<file path="src/rtl/str_concat_stream_if.sv">
// Bundles the request, character-stream and assembled-result signals of
// str_concat_stream. The master is the side that issues requests and
// consumes the stream. The slave is the concatenator itself.
interface str_concat_stream_if #(
  parameter int MAX_LEN = 8,
  parameter int CHAR_W  = 8
);
  localparam int LEN_W  = $clog2(MAX_LEN + 1);
  localparam int RLEN_W = $clog2(2 * MAX_LEN + 2);
  localparam int STR_W  = MAX_LEN * CHAR_W;
  localparam int RES_W  = (2 * MAX_LEN + 1) * CHAR_W;

  logic [STR_W-1:0]  str_a;
  logic [STR_W-1:0]  str_b;
  logic [LEN_W-1:0]  len_a;
  logic [LEN_W-1:0]  len_b;
  logic              sep_en;
  logic              in_valid;
  logic              in_ready;
  logic [CHAR_W-1:0] out_char;
  logic              out_valid;
  logic              out_ready;
  logic              out_last;
  logic [RES_W-1:0]  result;
  logic [RLEN_W-1:0] res_len;
  logic              result_valid;

  modport master (
    output str_a, str_b, len_a, len_b, sep_en, in_valid, out_ready,
    input  in_ready, out_char, out_valid, out_last, result, res_len, result_valid
  );

  modport slave (
    input  str_a, str_b, len_a, len_b, sep_en, in_valid, out_ready,
    output in_ready, out_char, out_valid, out_last, result, res_len, result_valid
  );
endinterface

</file>
<file path="src/rtl/str_concat_stream.sv">
// Sequential string concatenator. It streams str_a, an optional separator
// and str_b one character per beat. It also builds a right-justified packed
// copy of everything streamed, which can be printed with %s.
//
// Handshakes: a request transfers on a rising edge where in_valid && in_ready.
// A character transfers on a rising edge where out_valid && out_ready.
// out_char/out_valid/out_last are registered and do not change while
// out_valid && !out_ready. in_valid seen while in_ready=0 has no effect.
module str_concat_stream #(
  parameter int MAX_LEN = 8,
  parameter int CHAR_W  = 8,
  parameter logic [CHAR_W-1:0] SEP_CHAR = 8'h20
) (
  input  logic                 clk,
  input  logic                 rst_n,
  str_concat_stream_if.slave   bus,
  output logic [2:0]           state_o
);
  localparam int LEN_W  = $clog2(MAX_LEN + 1);
  localparam int RLEN_W = $clog2(2 * MAX_LEN + 2);
  localparam int STR_W  = MAX_LEN * CHAR_W;
  localparam int RES_W  = (2 * MAX_LEN + 1) * CHAR_W;
  localparam logic [LEN_W-1:0] MAX_LEN_C = LEN_W'(MAX_LEN);

  typedef enum logic [2:0] {
    IDLE     = 3'd0,
    EMIT_A   = 3'd1,
    EMIT_SEP = 3'd2,
    EMIT_B   = 3'd3,
    DONE     = 3'd4
  } state_t;

  state_t            state_q;
  logic [LEN_W-1:0]  cnt_q;
  logic [STR_W-1:0]  a_q, b_q;
  logic [LEN_W-1:0]  la_q, lb_q;
  logic              sep_q;
  logic              in_ready_q;
  logic              out_valid_q;
  logic              out_last_q;
  logic [CHAR_W-1:0] out_char_q;
  logic [RES_W-1:0]  result_q;
  logic [RLEN_W-1:0] res_len_q;
  logic              result_valid_q;

  logic              accept;
  logic              beat;
  logic [LEN_W-1:0]  la_clamp, lb_clamp;
  logic [STR_W-1:0]  src_a, src_b;
  logic [LEN_W-1:0]  src_la, src_lb;
  logic              src_sep;
  state_t            nxt_state;
  logic [LEN_W-1:0]  nxt_cnt;
  logic [CHAR_W-1:0] nxt_char;
  logic              nxt_last;

  assign accept   = (state_q == IDLE) && in_ready_q && bus.in_valid;
  assign beat     = out_valid_q && bus.out_ready;
  assign la_clamp = (bus.len_a > MAX_LEN_C) ? MAX_LEN_C : bus.len_a;
  assign lb_clamp = (bus.len_b > MAX_LEN_C) ? MAX_LEN_C : bus.len_b;

  // In the accept cycle the first beat comes straight from the inputs.
  // After that it comes from the captured copy.
  assign src_a   = accept ? bus.str_a : a_q;
  assign src_b   = accept ? bus.str_b : b_q;
  assign src_la  = accept ? la_clamp  : la_q;
  assign src_lb  = accept ? lb_clamp  : lb_q;
  assign src_sep = accept ? (bus.sep_en && (la_clamp != '0) && (lb_clamp != '0)) : sep_q;

  // Position of the next beat: skip empty phases, walk each string downward.
  always_comb begin
    nxt_state = state_q;
    nxt_cnt   = cnt_q;
    case (state_q)
      IDLE: begin
        if (src_la != '0) begin
          nxt_state = EMIT_A;
          nxt_cnt   = src_la - 1'b1;
        end else if (src_lb != '0) begin
          nxt_state = EMIT_B;
          nxt_cnt   = src_lb - 1'b1;
        end else begin
          nxt_state = DONE;
          nxt_cnt   = '0;
        end
      end
      EMIT_A: begin
        if (cnt_q != '0) begin
          nxt_cnt = cnt_q - 1'b1;
        end else if (src_sep) begin
          nxt_state = EMIT_SEP;
          nxt_cnt   = '0;
        end else if (src_lb != '0) begin
          nxt_state = EMIT_B;
          nxt_cnt   = src_lb - 1'b1;
        end else begin
          nxt_state = DONE;
        end
      end
      EMIT_SEP: begin
        nxt_state = EMIT_B;
        nxt_cnt   = src_lb - 1'b1;
      end
      EMIT_B: begin
        if (cnt_q != '0) nxt_cnt = cnt_q - 1'b1;
        else             nxt_state = DONE;
      end
      default: begin
        nxt_state = DONE;
        nxt_cnt   = '0;
      end
    endcase
  end

  // Character and last-flag of the beat at the next position.
  always_comb begin
    nxt_char = '0;
    nxt_last = 1'b0;
    case (nxt_state)
      EMIT_A: begin
        nxt_char = src_a[nxt_cnt*CHAR_W +: CHAR_W];
        nxt_last = (nxt_cnt == '0) && !src_sep && (src_lb == '0);
      end
      EMIT_SEP: nxt_char = SEP_CHAR;
      EMIT_B: begin
        nxt_char = src_b[nxt_cnt*CHAR_W +: CHAR_W];
        nxt_last = (nxt_cnt == '0);
      end
      default: begin
        nxt_char = '0;
        nxt_last = 1'b0;
      end
    endcase
  end

  // Main FSM: request capture, beat sequencing, result assembly.
  always_ff @(posedge clk or negedge rst_n) begin
    if (!rst_n) begin
      state_q        <= IDLE;
      cnt_q          <= '0;
      a_q            <= '0;
      b_q            <= '0;
      la_q           <= '0;
      lb_q           <= '0;
      sep_q          <= 1'b0;
      in_ready_q     <= 1'b0;
      out_valid_q    <= 1'b0;
      out_last_q     <= 1'b0;
      out_char_q     <= '0;
      result_q       <= '0;
      res_len_q      <= '0;
      result_valid_q <= 1'b0;
    end else begin
      case (state_q)
        IDLE: begin
          result_valid_q <= 1'b0;
          if (accept) begin
            a_q        <= bus.str_a;
            b_q        <= bus.str_b;
            la_q       <= la_clamp;
            lb_q       <= lb_clamp;
            sep_q      <= src_sep;
            result_q   <= '0;
            res_len_q  <= '0;
            in_ready_q <= 1'b0;
            state_q    <= nxt_state;
            cnt_q      <= nxt_cnt;
            if (nxt_state == DONE) begin
              result_valid_q <= 1'b1;
              out_valid_q    <= 1'b0;
            end else begin
              out_valid_q <= 1'b1;
              out_char_q  <= nxt_char;
              out_last_q  <= nxt_last;
            end
          end else begin
            in_ready_q <= 1'b1;
          end
        end
        EMIT_A, EMIT_SEP, EMIT_B: begin
          if (beat) begin
            result_q  <= {result_q[RES_W-CHAR_W-1:0], out_char_q};
            res_len_q <= res_len_q + 1'b1;
            state_q   <= nxt_state;
            cnt_q     <= nxt_cnt;
            if (nxt_state == DONE) begin
              out_valid_q    <= 1'b0;
              out_last_q     <= 1'b0;
              out_char_q     <= '0;
              result_valid_q <= 1'b1;
            end else begin
              out_char_q <= nxt_char;
              out_last_q <= nxt_last;
            end
          end
        end
        DONE: begin
          result_valid_q <= 1'b0;
          in_ready_q     <= 1'b1;
          state_q        <= IDLE;
        end
        default: state_q <= IDLE;
      endcase
    end
  end

  assign bus.in_ready     = in_ready_q;
  assign bus.out_valid    = out_valid_q;
  assign bus.out_last     = out_last_q;
  assign bus.out_char     = out_char_q;
  assign bus.result       = result_q;
  assign bus.res_len      = res_len_q;
  assign bus.result_valid = result_valid_q;
  assign state_o          = state_q;
endmodule

</file>
<file path="src/flat_wrapper.sv">
// flat-port wrapper written by rule: the top's interface ports become plain ports
module str_concat_stream_flat 
#(
  parameter int MAX_LEN = 8,
  parameter int CHAR_W  = 8,
  parameter logic [CHAR_W-1:0] SEP_CHAR = 8'h20
)
  (clk, rst_n, state_o, bus_str_a, bus_str_b, bus_len_a, bus_len_b, bus_sep_en, bus_in_valid, bus_out_ready, bus_in_ready, bus_out_char, bus_out_valid, bus_out_last, bus_result, bus_res_len, bus_result_valid);
  str_concat_stream_if #(.MAX_LEN(MAX_LEN), .CHAR_W(CHAR_W)) bus_i ();
  input  logic clk;
  input  logic rst_n;
  output logic [2:0] state_o;
  input wire logic [$bits(bus_i.str_a)-1:0] bus_str_a;
  input wire logic [$bits(bus_i.str_b)-1:0] bus_str_b;
  input wire logic [$bits(bus_i.len_a)-1:0] bus_len_a;
  input wire logic [$bits(bus_i.len_b)-1:0] bus_len_b;
  input wire logic [$bits(bus_i.sep_en)-1:0] bus_sep_en;
  input wire logic [$bits(bus_i.in_valid)-1:0] bus_in_valid;
  input wire logic [$bits(bus_i.out_ready)-1:0] bus_out_ready;
  output wire logic [$bits(bus_i.in_ready)-1:0] bus_in_ready;
  output wire logic [$bits(bus_i.out_char)-1:0] bus_out_char;
  output wire logic [$bits(bus_i.out_valid)-1:0] bus_out_valid;
  output wire logic [$bits(bus_i.out_last)-1:0] bus_out_last;
  output wire logic [$bits(bus_i.result)-1:0] bus_result;
  output wire logic [$bits(bus_i.res_len)-1:0] bus_res_len;
  output wire logic [$bits(bus_i.result_valid)-1:0] bus_result_valid;
  assign bus_i.str_a = bus_str_a;
  assign bus_i.str_b = bus_str_b;
  assign bus_i.len_a = bus_len_a;
  assign bus_i.len_b = bus_len_b;
  assign bus_i.sep_en = bus_sep_en;
  assign bus_i.in_valid = bus_in_valid;
  assign bus_i.out_ready = bus_out_ready;
  assign bus_in_ready = bus_i.in_ready;
  assign bus_out_char = bus_i.out_char;
  assign bus_out_valid = bus_i.out_valid;
  assign bus_out_last = bus_i.out_last;
  assign bus_result = bus_i.result;
  assign bus_res_len = bus_i.res_len;
  assign bus_result_valid = bus_i.result_valid;
  str_concat_stream #(.MAX_LEN(MAX_LEN), .CHAR_W(CHAR_W), .SEP_CHAR(SEP_CHAR)) u_core (.clk(clk), .rst_n(rst_n), .bus(bus_i), .state_o(state_o));
endmodule
</file>
<file path="config.mk">
export PLATFORM = sky130hd
export DESIGN_NAME = str_concat_stream_flat
export DESIGN_NICKNAME = d
export VERILOG_FILES = /design/src/rtl/str_concat_stream_if.sv /design/src/rtl/str_concat_stream.sv /design/src/flat_wrapper.sv
export SDC_FILE = /design/constraint.sdc
export NUM_CORES = 1
export LEC_CHECK = 0
export CORE_MARGIN = 2
export CORE_UTILIZATION = 44
export DETAILED_ROUTE_END_ITERATION = 8
export GPL_TIMING_DRIVEN = 0
export HOLD_SLACK_MARGIN = 0.03
export MAX_ROUTING_LAYER = met4
export PLACE_DENSITY = 0.72
export SLEW_MARGIN = 10
export SYNTH_ARGS = -nofsm -noshare
export SYNTH_HDL_FRONTEND = slang
export SYNTH_SLANG_ARGS = --single-unit
</file>
<file path="constraint.sdc">
create_clock -name clk -period 12.53 [get_ports clk]
set_clock_uncertainty 0.05 [all_clocks]
set_input_delay 1.8795 -clock clk [delete_from_list [all_inputs] [get_ports clk]]
set_output_delay 1.8795 -clock clk [all_outputs]
set_load 0.05 [all_outputs]
</file>
==> impl_metrics.env, run 1 <==
export IMPL_crit_cells=20
export IMPL_required_ns=12.91
export IMPL_area_growth_pct=35.7
export IMPL_dieArea_um2=30300
export IMPL_path_buf_inv=7
export IMPL_die_h_um=174
export IMPL_worstMarginPinSlew_ns=0.776
export IMPL_drive_above_1_share=0.0704
export IMPL_worstSetupPathType="primary input to register"
export IMPL_power_density_nw_per_um2=113
export IMPL_grt_max_degree=116
export IMPL_clk_latency_ns=0.55
export IMPL_hp_class="register to register"
export IMPL_cts_path_max_buffers=3
export IMPL_drc_errors=0
export IMPL_start_util=0.445
export IMPL_crit_path_cell_trace="clkdlybuf4s50_1 > and2_1 > nand2_1 > clkbuf_1 > buf_2 > buf_2 > buf_1 > nand2_1 > o21ai_0 > inv_1 > ha_1 > o21a_1 > a211oi_1 > a31oi_4 > nor2_1 > buf_2 > mux2i_1 > mux2i_1 > o221a_1 > a32o_1"
export IMPL_min_path_cells=2
export IMPL_period_share=0.571
export IMPL_synth_area_top_cells="dfrtp_1, nand2_1, a22o_1"
export IMPL_reg2reg_depth=20
export IMPL_ios=297
export IMPL_wl_per_cell_um=19.7
export IMPL_cts_sinks=297
export IMPL_worst_path_most_repeated_cell="buf_2"
export IMPL_p_leak_nw=8.29
export IMPL_power_mw=1.96
export IMPL_nets=1675
export IMPL_worst_setup_path_start_kind="primary input"
export IMPL_path_delay_family="buffers and inverters"
export IMPL_r2r_start="u_core.state_o[2]"
export IMPL_grt_pass1_wl_um=60100
export IMPL_seq_area_frac_synth=0.583
export IMPL_yosysTopAreaCellShare=0.583
export IMPL_drtIter0Drc=853
export IMPL_vias=10600
export IMPL_hold_viol_final=0
export IMPL_numCtsBuffers=30
export IMPL_crit_path_end_kind="register"
export IMPL_slew_headroom=0.479
export IMPL_holdPathEnd="u_core.b_q[27]"
export IMPL_reg2reg_slack_ns=6.66
export IMPL_clock_fmax_mhz=140
export IMPL_maxCapViolCount=0
export IMPL_cts_hold_buf=0
export IMPL_synth_area_um2=12700
export IMPL_syn_inst=1198
export IMPL_synth_warnings=0
export IMPL_core_area_um2=28600
export IMPL_place_congestion=0.917
export IMPL_maxSlewViolCount=0
export IMPL_synth_top_area_cell="dfrtp_1"
export IMPL_die_x_um=174
export IMPL_synth_cell_types=66
export IMPL_tns_ns=0
export IMPL_rsz0062_at_grt="no"
export IMPL_r2r_end="u_core.bus.out_char[7]"
export IMPL_grt_pass1_vias=10600
export IMPL_vdd_ir_drop_max_v=0.0000935
export IMPL_cts_resized=0
export IMPL_overflow=0
export IMPL_syn_avg_cell_area_um2=10.6
export IMPL_post_route_util=0.604
export IMPL_grt_usage=0.259
export IMPL_synth_nets=1344
export IMPL_slowest_delay_ns=0.56
export IMPL_synth_main_ff_cell="dfrtp_1"
export IMPL_instances_no_fill=1934
export IMPL_dp_cells=1881
export IMPL_cts_setup_buffers=0
export IMPL_antenna_found_initial=1
export IMPL_hp_start="u_core.b_q[27]"
export IMPL_drtPass1Iterations=7
export IMPL_finalWirelength_um=38100
export IMPL_async_reset_ff_frac=1.00
export IMPL_cp_slowest_cell="buf_1"
export IMPL_htree_levels=1
export IMPL_finalSetupViolations=0
export IMPL_cts_tree="yes"
export IMPL_layout_min_cycle_time_ns=7.16
export IMPL_viasPerCell=5.50
export IMPL_rows=62
export IMPL_ys_ff_latch=297
export IMPL_io_buffers=296
export IMPL_outcome="completed"
export IMPL_whs_ns=0.417
export IMPL_place_hpwl_um=28200
export IMPL_synth_edf_count=0
export IMPL_clkTransAtPathRegs_ns=0.06
export IMPL_worst_path_max_fanout=10
export IMPL_cts_root_buf="clkbuf_16"
export IMPL_arrival_ns=7.54
export IMPL_ant_nets=0
per-stage QoR:
| stage | cell area (µm²) | setup WS [ns] |
|---|---|---|
| 2_1_floorplan | 12700 | 6.80 |
| 3_3_place_gp | 16200 | -3.08 |
| 3_5_place_dp | 16300 | 4.90 |
| 4_1_cts | 17300 | 5.42 |
| 5_1_grt | 17300 | 5.10 |
| 6_report | 17300 | 5.37 |
final cells by class:
cell class | count | area [µm²]
Inverter | 12 | 45.0
Clock buffer | 43 | 891
Clock inverter | 9 | 126
Timing Repair Buffer | 299 | 3050
Buffer | 77 | 365
Fill cell | 2362 | 11300
Sequential cell | 297 | 7430
Multi-Input combinational cell | 812 | 4900
Antenna cell | 1 | 2.50
Tap cell | 384 | 480
report_power, final:
group,total [mW],switching (mW),leakage [nW],internal [mW]
Combinational,0.0738,0.0310,3.65,0.0428
Sequential,0.959,0,4.14,0.959
Clock,0.923,0.371,0.501,0.551
Total,1.96,0.402,8.29,1.55
worst min-delay path, cell delays in order (launching register included):
cell     delay (ns)
dfrtp_1        0.32
nand2_1        0.04
nand2_1        0.07
per-layer routing:
metal  vias up  track usage  part of all wire
li1       4853            -                 -
met1      5249        0.353              0.43
met4         0       0.0693             0.025
met2       473        0.405              0.47
met5         -            -                 0
met3        64       0.0427             0.071
cell usage in the layout, fill, tap and decap left out, drive strengths merged, types with 12 or more instances in the layout:
cell type,n
nand2,409
dfrtp,297
clkdlybuf4s50,295
a22o,137
clkbuf,90
nor2,51
buf,34
mux2i,28
a21oi,19
a311oi,17
mux4,15
o21ai,15
inv,12
worst max path at each step:
stage            startpoint                endpoint
6_report       bus_in_valid  u_core.bus.out_char[7]
4_1_cts        bus_in_valid  u_core.bus.out_char[7]
2_1_floorplan  bus_in_valid  u_core.bus.out_char[7]
3_5_place_dp   bus_in_valid  u_core.bus.out_char[7]
5_1_grt        bus_in_valid  u_core.bus.out_char[5]
3_3_place_gp          rst_n          u_core.a_q[27]
state kept, by name, summed over array words and instances, names as in the netlist:
| signal | count |
|---|---|
| u_core.a_q | 64 |
| u_core.b_q | 64 |
| u_core.bus.in_ready | 1 |
| u_core.bus.out_char | 8 |
| u_core.bus.out_last | 1 |
| u_core.bus.out_valid | 1 |
| u_core.bus.res_len | 5 |
| u_core.bus.result | 136 |
| u_core.bus.result_valid | 1 |
| u_core.cnt_q | 4 |
| u_core.la_q | 4 |
| u_core.lb_q | 4 |
| u_core.sep_q | 1 |
| u_core.state_o | 3 |
kinds of logic after synthesis:
family                   synth area share
AND/OR/NAND/NOR                     0.169
flip-flops                          0.583
AO/OA/AOI/OAI                       0.151
buffers and inverters              0.0322
multiplexers                       0.0547
XOR/XNOR                          0.00412
adder cells (fa/ha/maj)           0.00491
cell usage after synthesis (all sizes together) (2+ instances only):
cell type and number:
nand2 409, dfrtp 297, a22o 137, nor2 51, clkbuf 47, buf 30
mux2i 28, a21oi 19, a311oi 17, mux4 15, o21ai 15, inv 12
nand2b 11, or3 10, mux2 7, and2 6, nor3 6, ha 5
o221a 5, o22ai 5, a31oi 4, a32o 4, nand3 4, nand4 4
o31ai 4, xor2 4, a211oi 3, nor3b 3, nor4 3, o41ai 3
a31o 2, and3 2, nor4b 2, o211ai 2, o21a 2, o311a 2
or2 2, or4 2, xnor2 2
(Power assumes the default switching activity.)
==> run 2, diff against run 1 <==
--- a/config.mk
+++ b/config.mk
@@ -11,7 +11,7 @@
 export GPL_TIMING_DRIVEN = 0
 export HOLD_SLACK_MARGIN = 0.03
 export MAX_ROUTING_LAYER = met4
-export PLACE_DENSITY = 0.72
+export PLACE_DENSITY = 0.75
 export SLEW_MARGIN = 10
 export SYNTH_ARGS = -nofsm -noshare
 export SYNTH_HDL_FRONTEND = slang
==> constraint.sdc (replaced) <==
create_clock -name clk -period 6.2 [get_ports clk]
set_clock_uncertainty 0.05 [all_clocks]
set_input_delay 0.93 -clock clk [delete_from_list [all_inputs] [get_ports clk]]
set_output_delay 0.93 -clock clk [all_outputs]
set_load 0.05 [all_outputs]
==> run 2 against run 1 <==
Clock power is 120% higher. Global-route usage grew 0.32 points. Largest cell class unchanged. Critical path depth is 1 lower. Die area unchanged.
==> impl_metrics.env, run 2 (same netlist as run 1, synthesis figures left out) <==
export IMPL_cp_slowest_cell="buf_1"
export IMPL_cts_setup_buffers=0
export IMPL_worst_path_max_fanout=10
export IMPL_area_growth_pct=36.5
export IMPL_overflow=0
export IMPL_p_leak_nw=8.33
export IMPL_slowest_delay_ns=0.51
export IMPL_rows=62
export IMPL_nets=1676
export IMPL_ios=297
export IMPL_grt_usage=0.262
export IMPL_antenna_found_initial=2
export IMPL_fin_ws_ns=0.299
export IMPL_place_ws_ns=-0.516
export IMPL_final_cell_mix="nand2_1, dfrtp_1, clkdlybuf4s50_1, a22o_1, nor2_1"
export IMPL_finalWirelength_um=38500
export IMPL_cts_tree="yes"
export IMPL_io_buffers=296
export IMPL_instances_no_fill=1941
export IMPL_clock_fmax_mhz=169
export IMPL_grt_max_degree=110
export IMPL_whs_ns=0.213
export IMPL_dp_cells=1881
export IMPL_drtPass1Iterations=5
export IMPL_cts_root_buf="clkbuf_16"
export IMPL_viasPerCell=5.54
export IMPL_wl_per_cell_um=19.8
export IMPL_layout_min_cycle_time_ns=5.90
export IMPL_finalSetupViolations=0
export IMPL_hp_class="primary input to async pin"
export IMPL_worst_path_most_repeated_cell="buf_2"
export IMPL_hold_viol_final=0
export IMPL_path_buf_inv=7
export IMPL_cts_path_max_buffers=3
export IMPL_cts_sinks=297
export IMPL_crit_path_end_kind="register"
export IMPL_place_congestion=0.889
export IMPL_cts_hold_buf=0
export IMPL_core_area_um2=28600
export IMPL_dieArea_um2=30300
export IMPL_placed_area_um2=16300
export IMPL_htree_levels=1
export IMPL_die_h_um=174
export IMPL_grt_pass1_vias=10800
export IMPL_tns_ns=0
export IMPL_worstSetupPathType="primary input to register"
export IMPL_design_area_um2=17400
export IMPL_clkTransAtPathRegs_ns=0.07
export IMPL_clk_latency_ns=0.57
export IMPL_vdd_ir_drop_max_v=0.000188
export IMPL_worstMarginPinSlew_ns=0.778
export IMPL_drive_above_1_share=0.0778
export IMPL_final_common_cell="nand2_1"
export IMPL_drc_errors=0
export IMPL_ant_nets=0
export IMPL_worst_setup_path_start_kind="primary input"
export IMPL_numCtsBuffers=31
export IMPL_outcome="completed"
export IMPL_vias=10800
export IMPL_crit_path_cell_trace="clkdlybuf4s50_1 > and2_1 > nand2_1 > clkbuf_2 > buf_2 > buf_2 > buf_1 > nand2_1 > o21ai_0 > inv_1 > ha_1 > o21a_1 > a211oi_1 > a31oi_4 > nor2_1 > buf_2 > mux4_2 > o221a_1 > a32o_1"
export IMPL_start_util=0.445
export IMPL_die_x_um=174
export IMPL_power_density_nw_per_um2=235
export IMPL_place_hpwl_um=28300
export IMPL_grt_pass1_wl_um=60800
export IMPL_slew_headroom=0.478
export IMPL_required_ns=6.61
export IMPL_arrival_ns=6.31
export IMPL_maxSlewViolCount=0
export IMPL_maxCapViolCount=0
export IMPL_largest_reg_flops=136
export IMPL_path_delay_family="buffers and inverters"
export IMPL_drtIter0Drc=808
export IMPL_period_share=0.952
-- run 2: worst paths after layout --
kind	startpoint	end	slack, ns	cells past startpoint
setup reg to reg	u_core.state_o[0]	u_core.bus.out_char[4]	0.64	19
hold reg to reg	u_core.b_q[27]	u_core.b_q[27]	0.42	2
max in group asynchronous	rst_n	u_core.lb_q[1]	4.84	3
setup / recovery	bus_in_valid	u_core.bus.out_char[4]	0.30	19
min in group clk	u_core.b_q[27]	u_core.b_q[27]	0.42	2
hold / removal	rst_n	u_core.bus.result[46]	0.21	1
-- run 2: cell type report --
class,instances,area [µm²]
Timing Repair Buffer,299,3050
Tap cell,384,480
Buffer,77,368
Multi-Input combinational cell,812,4900
Inverter,12,45.0
Clock inverter,22,275
Clock buffer,36,835
Fill cell,2302,11200
Antenna cell,2,5.00
Sequential cell,297,7430
-- run 2: report_power, final --
group / total [mW] / internal, mW / switching (mW)
clock network: 1.99 / 1.18 / 0.806
logic: 0.151 / 0.0866 / 0.0641
registers: 1.94 / 1.94 / 0
total: 4.08 / 3.21 / 0.871
-- run 2: repair_timing --
action                                  in CTS  in global routing
resized for setup                            0                  4
hold endpoints to repair                     0                  0
endpoints found under the setup margin       0                  8
-- run 2: metrics by stage --
step                utilization  power, mW
floorplan                     -       1.98
global route              0.607       4.19
global placement          0.565       2.12
CTS                       0.607       4.10
finish                    0.607       4.08
detailed placement        0.568       2.13
-- run 2: metal layers --
layer  GRT usage  share of wire  vias up
met5           -              0        -
met4      0.0805          0.032        0
met3      0.0422          0.075       82
met2       0.422           0.48      498
met1       0.343           0.41     5297
li1            -              -     4874
-- run 2: worst reg2reg max path, stage by stage, from the launching register on --
cell and delay, ns:
dfrtp_1 0.37, buf_2 0.23, nor3_2 0.11, nand2_1 0.27, clkbuf_2 0.37, buf_2 0.29, buf_2 0.25, buf_1 0.51
nand2_1 0.10, o21ai_0 0.12, inv_1 0.07, ha_1 0.23, o21a_1 0.18, a211oi_1 0.42, a31oi_4 0.13, nor2_1 0.39
buf_2 0.39, mux4_2 0.42, o221a_1 0.30, a32o_1 0.26
==> RTL edit: new RTL, config.mk and constraints of run 2 <==
`CHAR_W` is set to 8 in 3 places; all go to 6.
--- a/src/rtl/str_concat_stream_if.sv
+++ b/src/rtl/str_concat_stream_if.sv
@@ -4,5 +4,5 @@
 interface str_concat_stream_if #(
   parameter int MAX_LEN = 8,
-  parameter int CHAR_W  = 8
+  parameter int CHAR_W  = 6
 );
   localparam int LEN_W  = $clog2(MAX_LEN + 1);
--- a/src/rtl/str_concat_stream.sv
+++ b/src/rtl/str_concat_stream.sv
@@ -9,5 +9,5 @@
 module str_concat_stream #(
   parameter int MAX_LEN = 8,
-  parameter int CHAR_W  = 8,
+  parameter int CHAR_W  = 6,
   parameter logic [CHAR_W-1:0] SEP_CHAR = 8'h20
 ) (
--- a/src/flat_wrapper.sv
+++ b/src/flat_wrapper.sv
@@ -3,5 +3,5 @@
 #(
   parameter int MAX_LEN = 8,
-  parameter int CHAR_W  = 8,
+  parameter int CHAR_W  = 6,
   parameter logic [CHAR_W-1:0] SEP_CHAR = 8'h20
 )
Ports: changed (resized bus_out_char, bus_result, bus_str_a and bus_str_b); port bits go from 297 to 229. No check against the original RTL was run, so the function may have changed too.
==> RTL edit against run 2 <==
Area after synthesis decreased by 18%; sequential cell count decreased by 68; highest routed layer unchanged; setup slack better by 0.15 ns; maximum frequency is 2.7% higher; register-to-register slack improved by 0.25 ns; design area down 19%; die area is 17% lower; power decreased by 24%; wire length is 21% lower; largest cell class unchanged.
==> RTL edit: results (changes against run 2) <==
Critical path
  – Flop2flop setup slack: 0.89 ns (+0.25 ns)
  – RR Startpoint: u_core.bus.in_ready
  – Largest delay share family, worst path: compound AO/OA/AOI/OAI gates
  – WP data arrival: 6.16 ns (-0.15 ns)
  – Largest stage delay, worst path: 0.81 ns (+0.30 ns)
  – Reg2reg path depth: 16 (-3)
  – CP endpoint: u_core.bus.out_char[1]

Detailed routing
  – DR iter-0 viols: 634 (-22%)
  – Vias/cell: 5.291 (-4.5%)
  – DR WL/cell: 16.93 um (-15%)
  – Final WL: 30370 um (-21%)

Finish
  – Fillcell total: 2080 (-9.6%)
  – Max reg flops: 102 (-25%)
  – Total inserted antenna cells: 0 (-2)
  – Fin nets: 1571 (-6.3%)
  – Share of layout cells above drive strength 1: 6.102% (-1.7 points)

Power and ir drop
  – Internal Power: 2455 uW (-23%)
  – Comb group: 114 uW (-25%)
  – Pwr Total: 3102 uW (-24%)
  – Worst VDD drop: 0.1548 mV (-18%)
  – Reg power frac: 48.2% (+0.7 points)

Clock tree
  – Worst skew pair latency: 0.52 ns (-0.05 ns)

Synthesis
  – Syn Inst Count: 1201 (+0.25%)
  – Seq/Total Area, Yosys: 54.55% (-3.8 points)
  – Top post-synthesis cells by area: dfrtp_1, nand2_1, o21ai_0
  – Unique cell type count in the Yosys netlist: 67 (+1.5%)
  – Post-synthesis compound-gate area fraction: 12.15% (-3.0 points)
  – Post-synthesis net count: 1314 (-2.2%)
  – Multiplexer share of the synthesized area: 4.216% (-1.3 points)
  – Xor/xnor share of the synthesized area: 0.5002% (+0.088 points)
  – Commonest cells post-synth: nand2_1, dfrtp_1, o21ai_0, nor2_1, clkbuf_1

Timing
  – Worst Tran Pin Value: 1.012 ns (+0.2338 ns)

Run status
  – Status: completed

Global route
  – First-pass GRT wire length: 48240 um (-21%)
  – Initial antenna violation count: 0 (-2)
  – Vias in the first global route: 9356 (-13%)
  – Gr usage total: 25.12% (-1.1 points)

Placement
  – Placed Cells incl. Taps: 1750 (-7.0%)
  – Placed instance area: 13250 um^2 (-19%)
  – Final GP Congestion: 0.8958 (+0.79%)

Floorplanning
  – DIE WIDTH: 158.5 um (-9.0%)
RTL edit: cell types whose count changed after synthesis, moves of 12 or more:
| cell | run 2 | this run |
|---|---|---|
| a22o_1 | 137 | 1 |
| o21ai_0 | 6 | 118 |
| nand2_1 | 408 | 504 |
| dfrtp_1 | 297 | 229 |
| a311oi_1 | 17 | 2 |
| mux4_2 | 15 | 3 |
RTL edit: cell type report:
| cell class | instances | area, um^2 | share of cell area [%] |
|---|---|---|---|
| Sequential cell | 229 | 5731 | 40.71 |
| Multi-Input combinational cell | 886 | 4384 | 31.15 |
| Timing Repair Buffer | 230 | 2342 | 16.64 |
| Clock buffer | 35 | 723.2 | 5.138 |
| Tap cell | 319 | 399.1 | 2.836 |
| Buffer | 72 | 337.8 | 2.400 |
| Clock inverter | 9 | 105.1 | 0.7467 |
| Inverter | 14 | 52.55 | 0.3734 |
RTL edit: stage by stage:
step,hold WS (ns),worst slack (ns)
final,0.2317,0.4518
after global routing,0.2425,0.03181
after CTS,0.2262,0.4774
after detailed placement,0.4046,-0.004498
after global placement,0.3971,-5.496
after floorplan,0.3833,1.406
RTL edit: worst min-delay path by stage:
stage	endpoint	cells after the start
floorplan	u_core.a_q[29]	2
global placement	u_core.b_q[35]	2
detailed placement	u_core.b_q[35]	2
CTS	u_core.bus.result[66]	1
global route	u_core.bus.result[91]	1
finish	u_core.bus.result[91]	1
RTL edit: metal layers:
metal	up-vias	global-route usage [%]	wire length [um]	share of wire, %
met3	49	3.838	2033	6.7
met4	0	5.277	622	2.0
met5	-	-	0	0
li1	4514	-	-	-
met2	344	41.82	14620	48
met1	4585	32.93	13090	43
